$ cat src/rtl/pbus_pkg.sv
// Purpose : shared definitions for the two-master physical-bus arbiter.
// Latency : n/a (types, constants and one helper function only).
// Backpressure: n/a.
package pbus_pkg;

    // Arbiter state encoding.
    typedef enum logic [1:0] {
        IDLE  = 2'd0,
        GRANT = 2'd1,
        BUSY  = 2'd2
    } pbus_state_e;

    // Error causes reported on err_code while err is high.
    localparam logic [15:0] PBUS_ERR_TIMEOUT = 16'd1;
    localparam logic [15:0] PBUS_ERR_STROBE  = 16'd2;

    // Owner selection when leaving IDLE. With both masters requesting,
    // round-robin hands the bus to whichever master was not served last;
    // fixed priority always picks master 0.
    function automatic logic pick_owner(
        input logic req0,
        input logic req1,
        input logic last,
        input logic rr_en
    );
        if (req0 && req1) begin
            return rr_en ? ~last : 1'b0;
        end
        return req0 ? 1'b0 : 1'b1;
    endfunction

endpackage

$ cat src/rtl/pbus_timeout.sv
// Purpose : 16-bit down-counter that flags a stalled bus transaction.
// Latency : expired rises load_val+1 cycles after the load cycle.
// Backpressure: none; load/clear are accepted every cycle, clear wins.
//
// Ports:
//   clk, rst   clock and synchronous active-high reset
//   load       arm the counter with load_val
//   clear      disarm and zero the counter
//   load_val   reload value (cycles-to-expiry minus one)
//   expired    armed counter has reached zero
module pbus_timeout (
    input  logic        clk,
    input  logic        rst,
    input  logic        load,
    input  logic        clear,
    input  logic [15:0] load_val,
    output logic        expired
);

    logic [15:0] cnt_q, cnt_d;
    logic        armed_q, armed_d;

    always_comb begin
        cnt_d   = cnt_q;
        armed_d = armed_q;
        if (clear) begin
            cnt_d   = '0;
            armed_d = 1'b0;
        end else if (load) begin
            cnt_d   = load_val;
            armed_d = 1'b1;
        end else if (cnt_q != '0) begin
            cnt_d = cnt_q - 16'd1;
        end
    end

    always_ff @(posedge clk) begin
        if (rst) begin
            cnt_q   <= '0;
            armed_q <= 1'b0;
        end else begin
            cnt_q   <= cnt_d;
            armed_q <= armed_d;
        end
    end

    // A zero count only means something once the counter has been armed;
    // it stays asserted until the owner of the counter clears it.
    assign expired = armed_q && (cnt_q == '0);

endmodule

$ cat src/rtl/pbus_arb2.sv
// Purpose : merges two MMU physical ports onto one req/gnt/hrd/ready bus port.
// Latency : 1 cycle request->gnt, 0 cycles strobe->pwe/prd and pready->mXready.
// Backpressure: phrd blocks new ownership; pgnt low holds a strobe off; a
//               stalled transaction is aborted after TIMEOUT_CYCLES.
//
// Ports:
//   clk, rst                       clock, synchronous active-high reset
//   m0req/m1req                    master wants ownership (level)
//   m0gnt/m1gnt, m0hrd/m1hrd       master owns the bus / must not start
//   m0a,m0d,m0we,m0rd (and m1*)    address, write data, one-cycle strobes
//   m0spo/m1spo, m0ready/m1ready   read data and completion to the owner
//   preq, pgnt, phrd               slave-side request, grant, hold
//   pa, pd, pwe, prd               owner address/data/strobes to the slave
//   pspo, pready                   slave read data and completion
//   err, err_code                  one-cycle error pulse and its cause
// Build option: define PBUS_ARB_ROUND_ROBIN_EN for round-robin arbitration;
// otherwise master 0 has fixed priority.
module pbus_arb2
    import pbus_pkg::*;
#(
    parameter int unsigned TIMEOUT_CYCLES = 255
) (
    input  logic        clk,
    input  logic        rst,
    input  logic        m0req,
    input  logic        m1req,
    output logic        m0gnt,
    output logic        m1gnt,
    output logic        m0hrd,
    output logic        m1hrd,
    input  logic [31:0] m0a,
    input  logic [31:0] m0d,
    input  logic [31:0] m1a,
    input  logic [31:0] m1d,
    input  logic        m0we,
    input  logic        m0rd,
    input  logic        m1we,
    input  logic        m1rd,
    output logic [31:0] m0spo,
    output logic [31:0] m1spo,
    output logic        m0ready,
    output logic        m1ready,
    output logic        preq,
    input  logic        pgnt,
    input  logic        phrd,
    output logic [31:0] pa,
    output logic [31:0] pd,
    output logic        pwe,
    output logic        prd,
    input  logic [31:0] pspo,
    input  logic        pready,
    output logic        err,
    output logic [15:0] err_code
);

`ifdef PBUS_ARB_ROUND_ROBIN_EN
    localparam logic RR_EN = 1'b1;
`else
    localparam logic RR_EN = 1'b0;
`endif

    // The counter is loaded on the strobe cycle and first counts in the
    // following cycle, so it expires exactly TIMEOUT_CYCLES after the strobe.
    localparam logic [15:0] TMO_LOAD = 16'(TIMEOUT_CYCLES - 1);

    pbus_state_e state_q, state_d;
    logic        owner_q, owner_d;
    logic        last_q,  last_d;

    logic        own_req, own_we, own_rd;
    logic        granted;
    logic        fwd;        // owner strobe goes to the slave this cycle
    logic        cpl;        // transaction finishes this cycle
    logic [31:0] cpl_dat;
    logic        tmo_load, tmo_clear, tmo_expired;

    assign own_req = owner_q ? m1req : m0req;
    assign own_we  = owner_q ? m1we  : m0we;
    assign own_rd  = owner_q ? m1rd  : m0rd;
    assign granted = (state_q != IDLE);

    always_comb begin
        state_d   = state_q;
        owner_d   = owner_q;
        last_d    = last_q;
        fwd       = 1'b0;
        cpl       = 1'b0;
        cpl_dat   = '0;
        tmo_load  = 1'b0;
        tmo_clear = 1'b0;
        err       = 1'b0;
        err_code  = '0;
        case (state_q)
            IDLE: begin
                if (!phrd && (m0req || m1req)) begin
                    owner_d = pick_owner(m0req, m1req, last_q, RR_EN);
                    state_d = GRANT;
                end
            end
            GRANT: begin
                if (own_we && own_rd) begin
                    err      = 1'b1;
                    err_code = PBUS_ERR_STROBE;
                end else if ((own_we || own_rd) && pgnt) begin
                    fwd      = 1'b1;
                    tmo_load = 1'b1;
                    state_d  = BUSY;
                end else if (!own_req && !own_we && !own_rd) begin
                    state_d = IDLE;
                    last_d  = owner_q;
                end
            end
            BUSY: begin
                // pready is checked first so a completion on the expiry
                // cycle is delivered normally without an error.
                if (pready) begin
                    cpl       = 1'b1;
                    cpl_dat   = pspo;
                    tmo_clear = 1'b1;
                    state_d   = GRANT;
                end else if (tmo_expired) begin
                    cpl       = 1'b1;
                    err       = 1'b1;
                    err_code  = PBUS_ERR_TIMEOUT;
                    tmo_clear = 1'b1;
                    state_d   = GRANT;
                end
            end
            default: begin
                state_d = IDLE;
            end
        endcase
    end

    always_ff @(posedge clk) begin
        if (rst) begin
            state_q <= IDLE;
            owner_q <= 1'b0;
            last_q  <= 1'b1;
        end else begin
            state_q <= state_d;
            owner_q <= owner_d;
            last_q  <= last_d;
        end
    end

    pbus_timeout u_timeout (
        .clk      (clk),
        .rst      (rst),
        .load     (tmo_load),
        .clear    (tmo_clear),
        .load_val (TMO_LOAD),
        .expired  (tmo_expired)
    );

    assign m0gnt = granted & ~owner_q;
    assign m1gnt = granted &  owner_q;
    assign preq  = granted;

    assign m0hrd = phrd | (granted &  owner_q);
    assign m1hrd = phrd | (granted & ~owner_q);

    // Master 0 drives the slave address/data while the bus is unowned.
    assign pa  = (granted & owner_q) ? m1a : m0a;
    assign pd  = (granted & owner_q) ? m1d : m0d;
    assign pwe = fwd & own_we;
    assign prd = fwd & own_rd;

    assign m0ready = cpl & ~owner_q;
    assign m1ready = cpl &  owner_q;
    assign m0spo   = (cpl & ~owner_q) ? cpl_dat : 32'd0;
    assign m1spo   = (cpl &  owner_q) ? cpl_dat : 32'd0;

endmodule

$ cat config.mk
export PLATFORM = sky130hd
export DESIGN_NAME = pbus_arb2
export DESIGN_NICKNAME = d
export VERILOG_FILES = /design/src/rtl/pbus_pkg.sv /design/src/rtl/pbus_timeout.sv /design/src/rtl/pbus_arb2.sv
export SDC_FILE = /design/constraint.sdc
export NUM_CORES = 1
export LEC_CHECK = 0
export BUFFER_PORTS_ARGS = -buffer_cell sky130_fd_sc_hd__buf_4
export CAP_MARGIN = 40
export CORE_AREA = 5 5 125 127
export CTS_CLUSTER_DIAMETER = 150
export CTS_CLUSTER_SIZE = 16
export DETAILED_ROUTE_END_ITERATION = 16
export DIE_AREA = 0 0 130 132
export SLEW_MARGIN = 20
export SYNTH_ARGS = -nofsm -noshare
export SYNTH_HDL_FRONTEND = slang
export SYNTH_SLANG_ARGS = --single-unit
$ cat constraint.sdc
create_clock -name clk -period 2.37 [get_ports clk]
set_clock_uncertainty 0.2 [all_clocks]
set_input_delay 0.1185 -clock clk [delete_from_list [all_inputs] [get_ports clk]]
set_output_delay 0.1185 -clock clk [all_outputs]
set_load 0.02 [all_outputs]
=== After elaboration in Yosys (flattened, before gate mapping) ===
Index checks and enable logic that the tools add are counted.

* Bitwise gates (word level): 9
* Multiplexer cells: 37
* Add/subtract/negate cells: 1
* Equality and inequality tests: 6
* Reduce and logical (&&, ||, !) cells: 22

{| class="wikitable"
|+ Operator list
! operator !! number
|-
| $mux 32 || 6
|-
| $mux 1 || 19
|-
| $logic_not 16->1 || 1
|-
| $mux 8 || 2
|-
| $reduce_bool 16->1 || 1
|-
| $sub 16x1->16 const B || 1
|-
| $mux 2 || 7
|-
| $logic_and 1x1->1 || 7
|-
| $and 1x1->1 || 6
|-
| $ne 3x3->1 const B || 2
|-
| $pmux 2 s3 || 1
|-
| $logic_not 1->1 || 4
|-
| $ne 2x2->1 const B || 2
|-
| $pmux 2 s2 || 1
|-
| $reduce_and 4->1 || 1
|-
| $reduce_bool 2->1 || 2
|-
| $reduce_or 3->1 || 1
|-
| $eq 2x1->1 const B || 1
|-
| $eq 2x2->1 const B || 1
|-
| $logic_not 2->1 || 1
|-
| $logic_or 1x1->1 || 2
|-
| $or 1x1->1 || 2
|-
| $pmux 1 s2 || 1
|-
| $reduce_and 2->1 || 1
|-
| 2 further kinds || 2
|}

* Input bits: 171
* Register bits after elaboration: 20
* Word-level logic and storage cells: 80
* Output and inout bits: 154

=== Longest topological paths before layout ===
Gate-level depths: netlist of run 1.

* Word-level depth: 8
* Depth in mapped cells: 7
* Mapped depth without buffers: 7

=== Hierarchy ===
Synthesis of run 1 repeated with hierarchy kept, for this count alone.

* Cell total of the unflattened synthesis: 358
* Area total of the unflattened synthesis: 2608.8 sq um

{| class="wikitable"
|+ Modules (own cells, without submodules)
! module !! sequential area each (sq um) !! instances !! cells each !! area each (sq um)
|-
| pbus_arb2 || 60.1 || 1 || 254 || 1684.1
|-
| pbus_timeout || 340.3 || 1 || 104 || 924.6
|}

=== Worst setup path before layout of run 1 ===
OpenSTA, ideal clock, no wires.

* Kind: register to output
* Start: register u_timeout.cnt_q[11]
* End: output port err
* Data required time: 2.051 ns
* Path buffers: 1
* Data arrival time: 2.264 ns
* Path slack: -0.213 ns
* Cell stages (with the launch flop): 7
* Cells stage by stage: dfxtp_1 or4_4 nor4_4 buf_4 nand2_2 nor3_1 o21a_1

* Longest elaborated chain between the ends: 5

{| class="wikitable"
|+ Ends and longest elaborated chain
! element !! RTL line !! text
|-
| start: declaration || pbus_timeout.sv:20 || <nowiki>logic [15:0] cnt_q, cnt_d;</nowiki>
|-
| start signal: assignment || pbus_timeout.sv:42 || <nowiki>cnt_q <= cnt_d;</nowiki>
|-
| $logic_not 16->1 || pbus_timeout.sv:49 || <nowiki>assign expired = armed_q && (cnt_q == '0);</nowiki>
|-
| $logic_and 1x1->1 || pbus_timeout.sv:49 ||
|-
| $mux 1 || pbus_arb2.sv:121 || <nowiki>end else if (tmo_expired) begin</nowiki>
|-
| $mux 1 || pbus_arb2.sv:116 || <nowiki>if (pready) begin</nowiki>
|-
| $pmux 1 s2 || pbus_arb2.sv:93 || <nowiki>case (state_q)</nowiki>
|-
| end: declaration || pbus_arb2.sv:52 || <nowiki>output logic err,</nowiki>
|}

Every way passes these cells.

=== Final worst setup path of run 1 ===
* Start: register u_timeout.cnt_q[14]
* End: output port err

Same word-level chain as after synthesis.

==> results of run 1 <==
-- how the worst min path moves through the flow --
stage / slack (ps) / depth (start not counted) / start / end
2_1_floorplan: -9 / 1 / rst / owner_q$_SDFFE_PP0P_
3_3_place_gp: 120 / 2 / m0req / owner_q$_SDFFE_PP0P_
3_5_place_dp: 130 / 2 / m0req / owner_q$_SDFFE_PP0P_
4_1_cts: 180 / 5 / m0rd / state_q[1]$_SDFFE_PP0P_
5_1_grt: 240 / 5 / m0rd / state_q[1]$_SDFFE_PP0P_
6_report: 180 / 5 / m0rd / state_q[1]$_SDFFE_PP0P_
-- sequential cells by signal, summed over array words and instances, names as in the netlist --
name / count
owner_q: 1
u_timeout.cnt_q: 16
state_q: 2
u_timeout.armed_q: 1
-- what timing repair did --
action / 4_1_cts / 5_1_grt
setup endpoints to repair: 62 / 49
pin swaps: 5 / 7
gates resized for setup: 11 / 5
setup buffers: 7 / 1
hold buffers: 4 / 0
endpoints found under the hold margin: 2 / 0
-- layer usage --
| layer | share of wire (%) | GRT usage (%) | routed length, microns |
|---|---|---|---|
| met1 | 32 | 15.4 | 4660 |
| met3 | 12 | 5.88 | 1760 |
| met2 | 53 | 30.0 | 7570 |
| met4 | 2.5 | 4.39 | 359 |
| met5 | 0.28 | 0 | 41 |
-- synth_stat cells (all sizes together) (2+ instances only) --
cell type  instances  area share (%)
and2              66              16
mux2              65              29
nor2              22             3.2
dfxtp             20              16
buf               19             5.1
a21oi             13             2.6
clkbuf            12             1.8
xnor2             11             3.8
nand2              9             1.4
o21ai              7             1.5
inv                6            0.88
a211oi             5             1.5
ha                 5             2.5
mux2i              4             1.6
nand2b             4            0.98
nor2b              4            0.98
nor3               4            0.79
or2                4            0.98
or3                4            0.98
or4                4             1.5
nor4               3             1.3
a31oi              2            0.49
o31ai              2            0.59
xor2               2            0.69
-- worst register-to-register path, cell delays in order (launching register included) --
cell and delay (ps):
sky130_fd_sc_hd__dfxtp_2 320, sky130_fd_sc_hd__or4_4 560, sky130_fd_sc_hd__nor4_4 260, sky130_fd_sc_hd__buf_4 170, sky130_fd_sc_hd__a31oi_4 90, sky130_fd_sc_hd__a221o_1 410
sky130_fd_sc_hd__mux2i_1 130
-- layout make-up --
class                   count  area, sq um  share of cell area [%]
multi-input cells         265         2040                    37.8
repair buffers            337         2590                    48.0
inverters                   6         22.5                   0.417
clock buffers               3         75.1                    1.39
clock inverters             1         30.0                   0.556
diodes                      1         2.50                  0.0463
well taps                 184          230                    4.26
flip-flops and latches     20          407                    7.52
-- kinds of logic (layout without fill, tap and decap cells) --
kind of cell,Yosys count,in the layout
mux,69,69
buf+inv,37,347
flops,20,20
fa+ha+maj,5,5
simple gates,127,127
xor+xnor,13,13
compound gates,37,37
other cells,1,15
-- metrics by stage --
stage | area [sq um] | setup slack (ps) | utilization [%]
after global placement | 5110 | 142 | 35.7
after floorplan | 2600 | 5.07 | -
after detailed placement | 5110 | 93.8 | 35.7
final | 5410 | 43.8 | 37.8
after global routing | 5410 | -101 | 37.8
after CTS | 5360 | -22.4 | 37.5
-- where the power goes --
group / switching (mW) / internal (mW)
clock: 0.121 / 0.335
combinational: 1.15 / 1.14
sequential: 0.120 / 0.469
total: 1.39 / 1.94
==> Flow_metrics.wiki, run 1 <==
{| class="wikitable"
! Metric !! Value
|-
| Run status || finished, final reports clean
|-
| Register-to-register path setup slack || 110 ps
|-
| Critical path startpoint || u_timeout.cnt_q[14]$_SDFFE_PP0P_
|-
| Commonest non-fill, non-tap cells in the layout || sky130_fd_sc_hd__buf_4 (326), sky130_fd_sc_hd__and2_1 (66), sky130_fd_sc_hd__mux2_2 (65)
|-
| Worst min-delay path category || in -> reg
|-
| Antenna violations before repair || 4
|-
| IO Count || 325
|-
| Clock Path Buffers || 2
|-
| TritonCTS clock tree || yes
|-
| Vias post-DR || 3434
|-
| Max IR drop VDD || 358 uV
|-
| Critical path startpoint category || register
|-
| Area of the mapped netlist || 0.00254 sq mm
|-
| Commonest register cell after synthesis || sky130_fd_sc_hd__dfxtp_1
|-
| Total iterations of the first detailed-routing run || 4
|-
| Biggest fanout along the worst timing path || 3
|-
| Leak pwr || 2.69 nW
|-
| Nets@finish || 809
|-
| Cell repeated most along the worst path || sky130_fd_sc_hd__buf_6
|-
| Number of buffer and inverter stages on the critical path || 2
|-
| Number of placement rows || 44
|-
| Half-perimeter wire length after placement || 12.8 mm
|-
| Layout cells sized above 1 || 66.8%
|-
| GRT Total Usage || 15.6%
|-
| RD Place Congestion || 0.913
|-
| FF-to-FF path depth || 6
|-
| Most common cell after layout, fill and taps aside || sky130_fd_sc_hd__buf_4
|-
| Max_cap viols || 0
|-
| Critical path class || reg -> out
|-
| Fin crit period || 2330 ps
|-
| Placed Cells incl. Taps || 799
|-
| Final antenna-violating net count || 0
|-
| Seq/Total Area, Yosys || 15.7%
|-
| Final Non-Filler Cells || 817
|-
| Cells along the critical path || or4_4, nor4_4, buf_6, nand2_4, nor3_4, o21a_1, buf_6
|-
| Pwr dens || 617 mW/mm^2
|-
| Cell at the root of the clock tree || sky130_fd_sc_hd__clkbuf_16
|-
| Post-Synthesis Cells || 309
|-
| Post-DR vias/cell || 4.20
|-
| Synth Area in Compound Gates || 9.93%
|-
| Kind of cell with the highest combined delay on the critical path || simple AND/OR/NAND/NOR gates
|-
| Synthesized flop and latch total || 20
|-
| Share of synthesized registers carrying an async set or reset || 0%
|-
| Final Hold Vio Count || 0
|-
| Final setup TNS || 0 ps
|-
| Dominant combinational cell family by area after synthesis || multiplexers
|-
| Average detailed-routed wire length per instance || 17.6 microns
|-
| Clock network latency to the later pin of the worst-skew pair || 250 ps
|-
| Number of buffers added on ports || 310
|-
| Final-layout worst hold slack || 179 ps
|-
| Adder and majority gate portion of the synthesized area || 2.46%
|-
| Number of fillers in the final layout || 1492
|-
| Die height || 132 microns
|-
| TritonCTS buffer count || 3
|-
| Tightest Pin Transition || 598 ps
|-
| TritonCTS Sinks || 20
|-
| Global-route wire length before repair || 20.8 mm
|-
| Number of enable flip-flop cells after synthesis || 0
|-
| Critical Path Max Stage Delay || 560 ps
|-
| Critical Path End || err
|-
| Number of synthesis warnings || 0
|-
| Area growth, synth to finish || 112%
|-
| CTS HTree Levels || 1
|-
| Fmax || 430 MHz
|-
| Number of global-route vias before repair || 3608
|-
| Fraction of the mapped netlist area in simple logic gates || 29.2%
|-
| Launch point of the worst reg-to-reg path || u_timeout.cnt_q[14]$_SDFFE_PP0P_
|-
| Endpoint of the worst register-to-register path || state_q[0]$_SDFFE_PP0P_
|-
| Crit path required time || 2050 ps
|-
| Pins Over Slew Limit || 0
|-
| Unique masters post-synth || 42
|-
| Synth Area per Inst || 8.24 sq um
|-
| Effective utilization at floorplan || 17.8%
|-
| Clock transition time at the flip-flop clock pins of the worst setup and hold paths || 60 ps
|-
| Total wirelength of the detailed-routed design || 14.4 mm
|-
| Maximum number of pins on one net before global-route repair || 33
|-
| Slowest stage cell on the critical path || sky130_fd_sc_hd__or4_4
|-
| Max-slew headroom at the worst pin || 60.1%
|-
| Unrepaired setup endpoints after global routing || yes
|-
| Post-layout total power || 3.34 mW
|-
| Synth Area in XOR/XNOR || 4.47%
|-
| Overall overflow remaining after global route || 0
|-
| # DRC || 0
|-
| Die footprint || 0.0172 sq mm
|-
| Tcrit/Tclk final || 98.2%
|-
| Number of DRC violations after detailed-routing iteration 0 || 125
|-
| Critical path data arrival time || 2010 ps
|-
| Die Wd || 130 microns
|-
| Total number of cells along the worst setup path || 7
|-
| Worst setup EP type || primary output
|-
| Setup Viol. Count Final || 0
|-
| Placeable Area || 0.0143 sq mm
|-
| Proportion of synthesized area in mux cells || 30.3%
|}
(Power assumes the default switching activity.)
==> run 2: changes to the inputs <==
- GPL_TIMING_DRIVEN: default -> 0
==> Flow_metrics.wiki, run 2 (synthesis results as in run 1) <==
{| class="wikitable"
! Metric !! Value
|-
| Run status || finished, violations left
|-
| Failing checks || negative setup slack
|-
| Critical path startpoint category || register
|-
| Commonest non-fill, non-tap cells in the layout || sky130_fd_sc_hd__buf_4 (335), sky130_fd_sc_hd__and2_1 (65), sky130_fd_sc_hd__mux2_2 (65)
|-
| Layout cells sized above 1 || 68.6% (+1.8 points)
|-
| Worst setup EP type || primary output
|-
| Fin crit period || 2380 ps (+56.6 ps)
|-
| Total wirelength of the detailed-routed design || 15.2 mm (+5.9%)
|-
| Unrepaired setup endpoints after global routing || yes
|-
| Number of global-route vias before repair || 3675 (+1.9%)
|-
| Critical path class || reg -> out
|-
| # DRC || 0 (unchanged)
|-
| Max_cap viols || 0 (unchanged)
|-
| Final Hold Vio Count || 0 (unchanged)
|-
| Clock network latency to the later pin of the worst-skew pair || 260 ps (about the same)
|-
| Hold Path End || state_q[1]$_SDFFE_PP0P_
|-
| TritonCTS clock tree || yes
|-
| Leak pwr || 2.77 nW (+3.0%)
|-
| Overall overflow remaining after global route || 0 (unchanged)
|-
| Biggest regs || u_timeout.cnt_q x16, state_q x2
|-
| Clock Path Buffers || 2 (unchanged)
|-
| Final Non-Filler Cells || 836 (+2.3%)
|-
| TritonCTS Sinks || 20 (unchanged)
|-
| Number of DRC violations after detailed-routing iteration 0 || 77 (-38%)
|-
| Placeable Area || 0.0143 sq mm (unchanged)
|-
| Tcrit/Tclk final || 101% (+2.4 points)
|-
| Number of fillers in the final layout || 1462 (-2.0%)
|-
| Nets@finish || 829 (+2.5%)
|-
| Launch point of the worst reg-to-reg path || u_timeout.cnt_q[14]$_SDFFE_PP0P_
|-
| Register with the highest flop count || u_timeout.cnt_q
|-
| GRT Total Usage || 16.3% (+0.70 points)
|-
| RD Place Congestion || 0.899 (-1.6%)
|-
| Final-layout worst hold slack || 182 ps (+3.51 ps)
|-
| Average detailed-routed wire length per instance || 18.2 microns (+3.5%)
|-
| Total iterations of the first detailed-routing run || 4 (unchanged)
|-
| Die footprint || 0.0172 sq mm (unchanged)
|-
| Die height || 132 microns (unchanged)
|-
| Max-slew headroom at the worst pin || 56.0% (-4.1 points)
|-
| CTS HTree Levels || 1 (unchanged)
|-
| Biggest fanout along the worst timing path || 3 (unchanged)
|-
| Critical path data arrival time || 2060 ps (+50 ps)
|-
| Effective utilization at floorplan || 17.8% (unchanged)
|-
| Pre-CTS WS || -598 ps (-691 ps)
|-
| Tightest Pin Transition || 659 ps (+60.7 ps)
|-
| Most common cell after layout, fill and taps aside || sky130_fd_sc_hd__buf_4
|-
| Number of buffers added on ports || 310 (unchanged)
|-
| Antenna Diode Count || 0 (-1)
|-
| Half-perimeter wire length after placement || 13.5 mm (+4.9%)
|-
| Number of flip-flops in the largest register || 16 (unchanged)
|-
| Area growth, synth to finish || 116%
|-
| Post-DR vias/cell || 4.30 (+2.3%)
|-
| Max IR drop VDD || 349 uV (-2.3%)
|-
| Setup Viol. Count Final || 1 (+1)
|-
| TritonCTS buffer count || 3 (unchanged)
|-
| Vias post-DR || 3595 (+4.7%)
|-
| Hold Path Origin || m0rd
|-
| Cell at the root of the clock tree || sky130_fd_sc_hd__clkbuf_16
|-
| Register-to-register path setup slack || 80 ps (-30 ps)
|-
| FF-to-FF path depth || 8 (+2)
|-
| Antenna violations before repair || 1 (-3)
|-
| Worst min-delay path category || in -> reg
|-
| Pins Over Slew Limit || 0 (unchanged)
|-
| Clock transition time at the flip-flop clock pins of the worst setup and hold paths || 60 ps (about the same)
|-
| Hold depth || 5 (unchanged)
|-
| Final core occ || 38.5% (+0.69 points)
|-
| Die Wd || 130 microns (unchanged)
|-
| Maximum number of pins on one net before global-route repair || 12 (-64%)
|-
| Placed Cells incl. Taps || 816 (+2.1%)
|-
| Post-layout worst setup margin || -12.8 ps (-56.6 ps)
|-
| Global-route wire length before repair || 21.7 mm (+4.5%)
|-
| Number of placement rows || 44 (unchanged)
|-
| Crit path required time || 2050 ps (about the same)
|-
| Fmax || 420 MHz (-2.4%)
|-
| IO Count || 325 (unchanged)
|-
| Endpoint of the worst register-to-register path || u_timeout.cnt_q[10]$_SDFFE_PP0P_
|-
| Pwr dens || 612 mW/mm^2 (-0.90%)
|-
| Final antenna-violating net count || 0 (unchanged)
|}
run 2: how the worst max path moves through the flow:
stage | start | end
floorplan | u_timeout.cnt_q[11]$_SDFFE_PP0P_ | err
global placement | state_q[0]$_SDFFE_PP0P_ | pd[22]
detailed placement | state_q[0]$_SDFFE_PP0P_ | pd[6]
CTS | u_timeout.cnt_q[9]$_SDFFE_PP0P_ | err
global route | u_timeout.cnt_q[14]$_SDFFE_PP0P_ | err
finish | u_timeout.cnt_q[14]$_SDFFE_PP0P_ | err
run 2: critical path, cell delays in order, from the launching register on:
cell	delay [ps]
sky130_fd_sc_hd__dfxtp_2	320
sky130_fd_sc_hd__or4_4	550
sky130_fd_sc_hd__nor4_4	260
sky130_fd_sc_hd__buf_6	170
sky130_fd_sc_hd__nand2_8	50
sky130_fd_sc_hd__nor3_4	140
sky130_fd_sc_hd__o21a_1	180
sky130_fd_sc_hd__buf_6	130
run 2: power by group:
group,total [mW],internal (mW),switching (mW)
Combinational,2.39,1.20,1.19
Clock,0.389,0.258,0.132
Sequential,0.588,0.469,0.119
run 2: per-stage QoR:
step	power [mW]	instance area (sq um)	TNS [ps]
after floorplan	1.90	2600	0
after global placement	2.60	5160	-22100
after detailed placement	2.65	5160	-23940
after CTS	3.29	5440	-35.9
after global routing	3.59	5500	-188
final	3.37	5500	-12.8
run 2: what timing repair did:
| item | in CTS | in global routing |
|---|---|---|
| endpoints found under the setup margin | 101 | 143 |
| hold endpoints to repair | 2 | 0 |
| gates resized for setup | 30 | 24 |
| pin swaps | 6 | 4 |
| buffers inserted | 8 | 5 |
| hold buffers | 3 | 0 |
run 2: routing by layer:
layer  routed length, microns  share of wire, %  vias up  global-route usage (%)
met1                     5150                34     1668                    17.2
met5                        0                 0        -                       0
li1                         -                 -     1723                       -
met2                     8250                54      196                    32.1
met3                     1600                11        8                    3.97
met4                      240               1.6        0                    3.23
run 2: layout make-up:
class | instances | area [sq um] | share of cell area (%)
timing repair buffer | 326 | 2460 | 44.7
multi-input combinational | 265 | 2050 | 37.2
sequential | 20 | 408 | 7.41
buffer | 31 | 243 | 4.41
tap | 184 | 230 | 4.18
clock buffer | 4 | 88.8 | 1.61
inverter | 6 | 22.5 | 0.409
==> run 3: changes to the inputs <==
- CORE_AREA: 5 5 125 127 -> 10 10 116 118
- CTS_CLUSTER_SIZE: 16 -> 30
- DIE_AREA: 0 0 130 132 -> 0 0 126 128
- PLACE_DENSITY_LB_ADDON: default -> 0.1
==> Flow_metrics.wiki, run 3 (synthesis results as in run 1) <==
{| class="wikitable"
! Metric !! Value
|-
| Run status || finished, final reports clean
|-
| Worst min-delay path category || in -> reg
|-
| Unrepaired setup endpoints after global routing || yes
|-
| Total wirelength of the detailed-routed design || 14.7 mm (-3.7%)
|-
| Cell at the root of the clock tree || sky130_fd_sc_hd__clkbuf_16
|-
| Vias post-DR || 3498 (-2.7%)
|-
| Antenna Diode Count || 0 (unchanged)
|-
| IO Count || 325 (unchanged)
|-
| Biggest fanout along the worst timing path || 2 (-1)
|-
| Layout cells sized above 1 || 67.5% (-1.0 points)
|-
| Pwr dens || 595 mW/mm^2 (-2.7%)
|-
| Pins Over Slew Limit || 0 (unchanged)
|-
| Setup Viol. Count Final || 0 (-1)
|-
| Clock Path Buffers || 2 (unchanged)
|-
| Most common cell after layout, fill and taps aside || sky130_fd_sc_hd__buf_4
|-
| Final setup TNS || 0 ps (+12.8 ps)
|-
| Launch point of the worst reg-to-reg path || u_timeout.cnt_q[6]$_SDFFE_PP0P_
|-
| TritonCTS Sinks || 20 (unchanged)
|-
| Global-route wire length before repair || 21.4 mm (-1.4%)
|-
| Die Wd || 126 microns (-3.1%)
|-
| Number of DRC violations after detailed-routing iteration 0 || 64 (-17%)
|-
| Placeable Area || 0.0112 sq mm (-22%)
|-
| FF-to-FF path depth || 8 (unchanged)
|-
| Tightest Pin Transition || 596 ps (-62.5 ps)
|-
| Fmax || 426 MHz (+1.5%)
|-
| Overall overflow remaining after global route || 0 (unchanged)
|-
| Number of flip-flops in the largest register || 16 (unchanged)
|-
| TritonCTS buffer count || 3 (unchanged)
|-
| Critical path data arrival time || 2030 ps (-30 ps)
|-
| GRT Total Usage || 16.3% (about the same)
|-
| Post-DR vias/cell || 4.39 (+2.2%)
|-
| Max-slew headroom at the worst pin || 60.2% (+4.2 points)
|-
| Worst setup EP type || primary output
|-
| Area growth, synth to finish || 115%
|-
| Max IR drop VDD || 278 uV (-20%)
|-
| Average detailed-routed wire length per instance || 18.4 microns (+1.1%)
|-
| TritonCTS clock tree || yes
|-
| Effective utilization at floorplan || 22.7% (+4.9 points)
|-
| Post-route standard cell area excluding fillers || 0.00546 sq mm (-0.73%)
|-
| Number of global-route vias before repair || 3742 (+1.8%)
|-
| Max_cap viols || 0 (unchanged)
|-
| Final antenna-violating net count || 0 (unchanged)
|-
| Half-perimeter wire length after placement || 13.3 mm (-1.4%)
|-
| Antenna violations before repair || 0 (-1)
|-
| Biggest regs || u_timeout.cnt_q x16, state_q x2
|-
| Clock transition time at the flip-flop clock pins of the worst setup and hold paths || 50 ps (about the same)
|-
| CTS HTree Levels || 1 (unchanged)
|-
| Critical path class || reg -> out
|-
| Register with the highest flop count || u_timeout.cnt_q
|-
| Commonest non-fill, non-tap cells in the layout || sky130_fd_sc_hd__buf_4 (334), sky130_fd_sc_hd__and2_1 (66), sky130_fd_sc_hd__mux2_2 (65)
|-
| Hold depth || 4 (-1)
|-
| Total iterations of the first detailed-routing run || 4 (unchanged)
|-
| Hold Path End || u_timeout.armed_q$_SDFFE_PP0P_
|-
| Nets@finish || 830 (+0.12%)
|-
| Number of buffers added on ports || 310 (unchanged)
|-
| Cell area reported after detailed placement || 0.00511 sq mm (-0.99%)
|-
| Hold Path Origin || pready
|-
| Register-to-register path setup slack || 60 ps (-20 ps)
|-
| Fin crit period || 2350 ps (-35.5 ps)
|-
| Clock network latency to the later pin of the worst-skew pair || 250 ps (about the same)
|-
| Critical path startpoint category || register
|-
| Tcrit/Tclk final || 99.0% (-1.5 points)
|-
| # DRC || 0 (unchanged)
|-
| Die height || 128 microns (-3.0%)
|-
| Crit path required time || 2050 ps (about the same)
|-
| Final Hold Vio Count || 0 (unchanged)
|-
| Die footprint || 0.0161 sq mm (-6.0%)
|-
| RD Place Congestion || 0.842 (-6.4%)
|-
| Endpoint of the worst register-to-register path || u_timeout.cnt_q[9]$_SDFFE_PP0P_
|-
| Number of placement rows || 39 (-11%)
|-
| Maximum number of pins on one net before global-route repair || 12 (unchanged)
|-
| Leak pwr || 2.77 nW (about the same)
|}
-- run 3: changes by cell type in the layout (fill, tap and decap cells not counted), moves of 2 or more --
| cell | change |
|---|---|
| sky130_fd_sc_hd__dfxtp_2 | -4 |
| sky130_fd_sc_hd__dfxtp_1 | +3 |
| sky130_fd_sc_hd__buf_2 | +2 |
| sky130_fd_sc_hd__clkbuf_4 | -2 |
-- run 3: how the worst max path moves through the flow --
stage                                                 from  endpoint  slack [ps]  depth (start not counted)
final                      u_timeout.cnt_q[6]$_SDFFE_PP0P_       err          20                          7
after global routing       u_timeout.cnt_q[9]$_SDFFE_PP0P_   m0ready         -70                          6
after CTS                  u_timeout.cnt_q[9]$_SDFFE_PP0P_       err          -8                          7
after detailed placement           state_q[0]$_SDFFE_PP0P_    pd[15]        -390                          7
after global placement             state_q[0]$_SDFFE_PP0P_    pd[15]        -370                          7
after floorplan           u_timeout.cnt_q[11]$_SDFFE_PP0P_       err           5                          6
-- run 3: area by class of cell --
cell class	count	area [sq um]
buffer	31	236
tap	143	179
sequential	20	407
inverter	6	22.5
fill	1091	5760
timing repair buffer	327	2480
multi-input combinational	265	2050
clock buffer	4	88.8
-- run 3: repair_timing --
action | in CTS | in global routing
endpoints found under the hold margin | 3 | 0
endpoints found under the setup margin | 86 | 108
setup buffers | 7 | 6
gates resized for setup | 30 | 17
hold buffers | 4 | 0
pin swaps | 6 | 3
-- run 3: per-layer routing --
layer	vias up	track usage [%]	share of wire, %
met5	-	0	0
li1	1722	-	-
met2	198	31.0	53
met1	1574	16.7	36
met4	0	2.61	0.46
met3	4	6.58	11
-- run 3: per-stage QoR --
stage	power [mW]	setup WS [ps]	hold slack, ps	utilization [%]	std cells
2_1_floorplan	1.90	5.07	-8.74	-	322
3_3_place_gp	2.57	-366	134	45.5	775
3_5_place_dp	2.60	-393	136	45.5	775
4_1_cts	3.20	-7.68	167	48.0	790
5_1_grt	3.49	-74.4	103	48.7	796
6_report	3.25	22.7	83.0	48.7	796
-- run 3: worst max-delay path, stage by stage (launching register included) --
cell and delay (ps):
sky130_fd_sc_hd__dfxtp_4 340, sky130_fd_sc_hd__or4_4 530, sky130_fd_sc_hd__nor4_4 270, sky130_fd_sc_hd__buf_6 160
sky130_fd_sc_hd__nand2_8 50, sky130_fd_sc_hd__nor3_4 140, sky130_fd_sc_hd__o21a_1 150, sky130_fd_sc_hd__buf_6 130
-- run 3: where the power goes --
part	switching (mW)	leakage [nW]	internal, mW
sequential	0.117	0.166	0.468
clock	0.124	0.0442	0.257
combinational	1.13	2.56	1.16
total	1.37	2.77	1.89
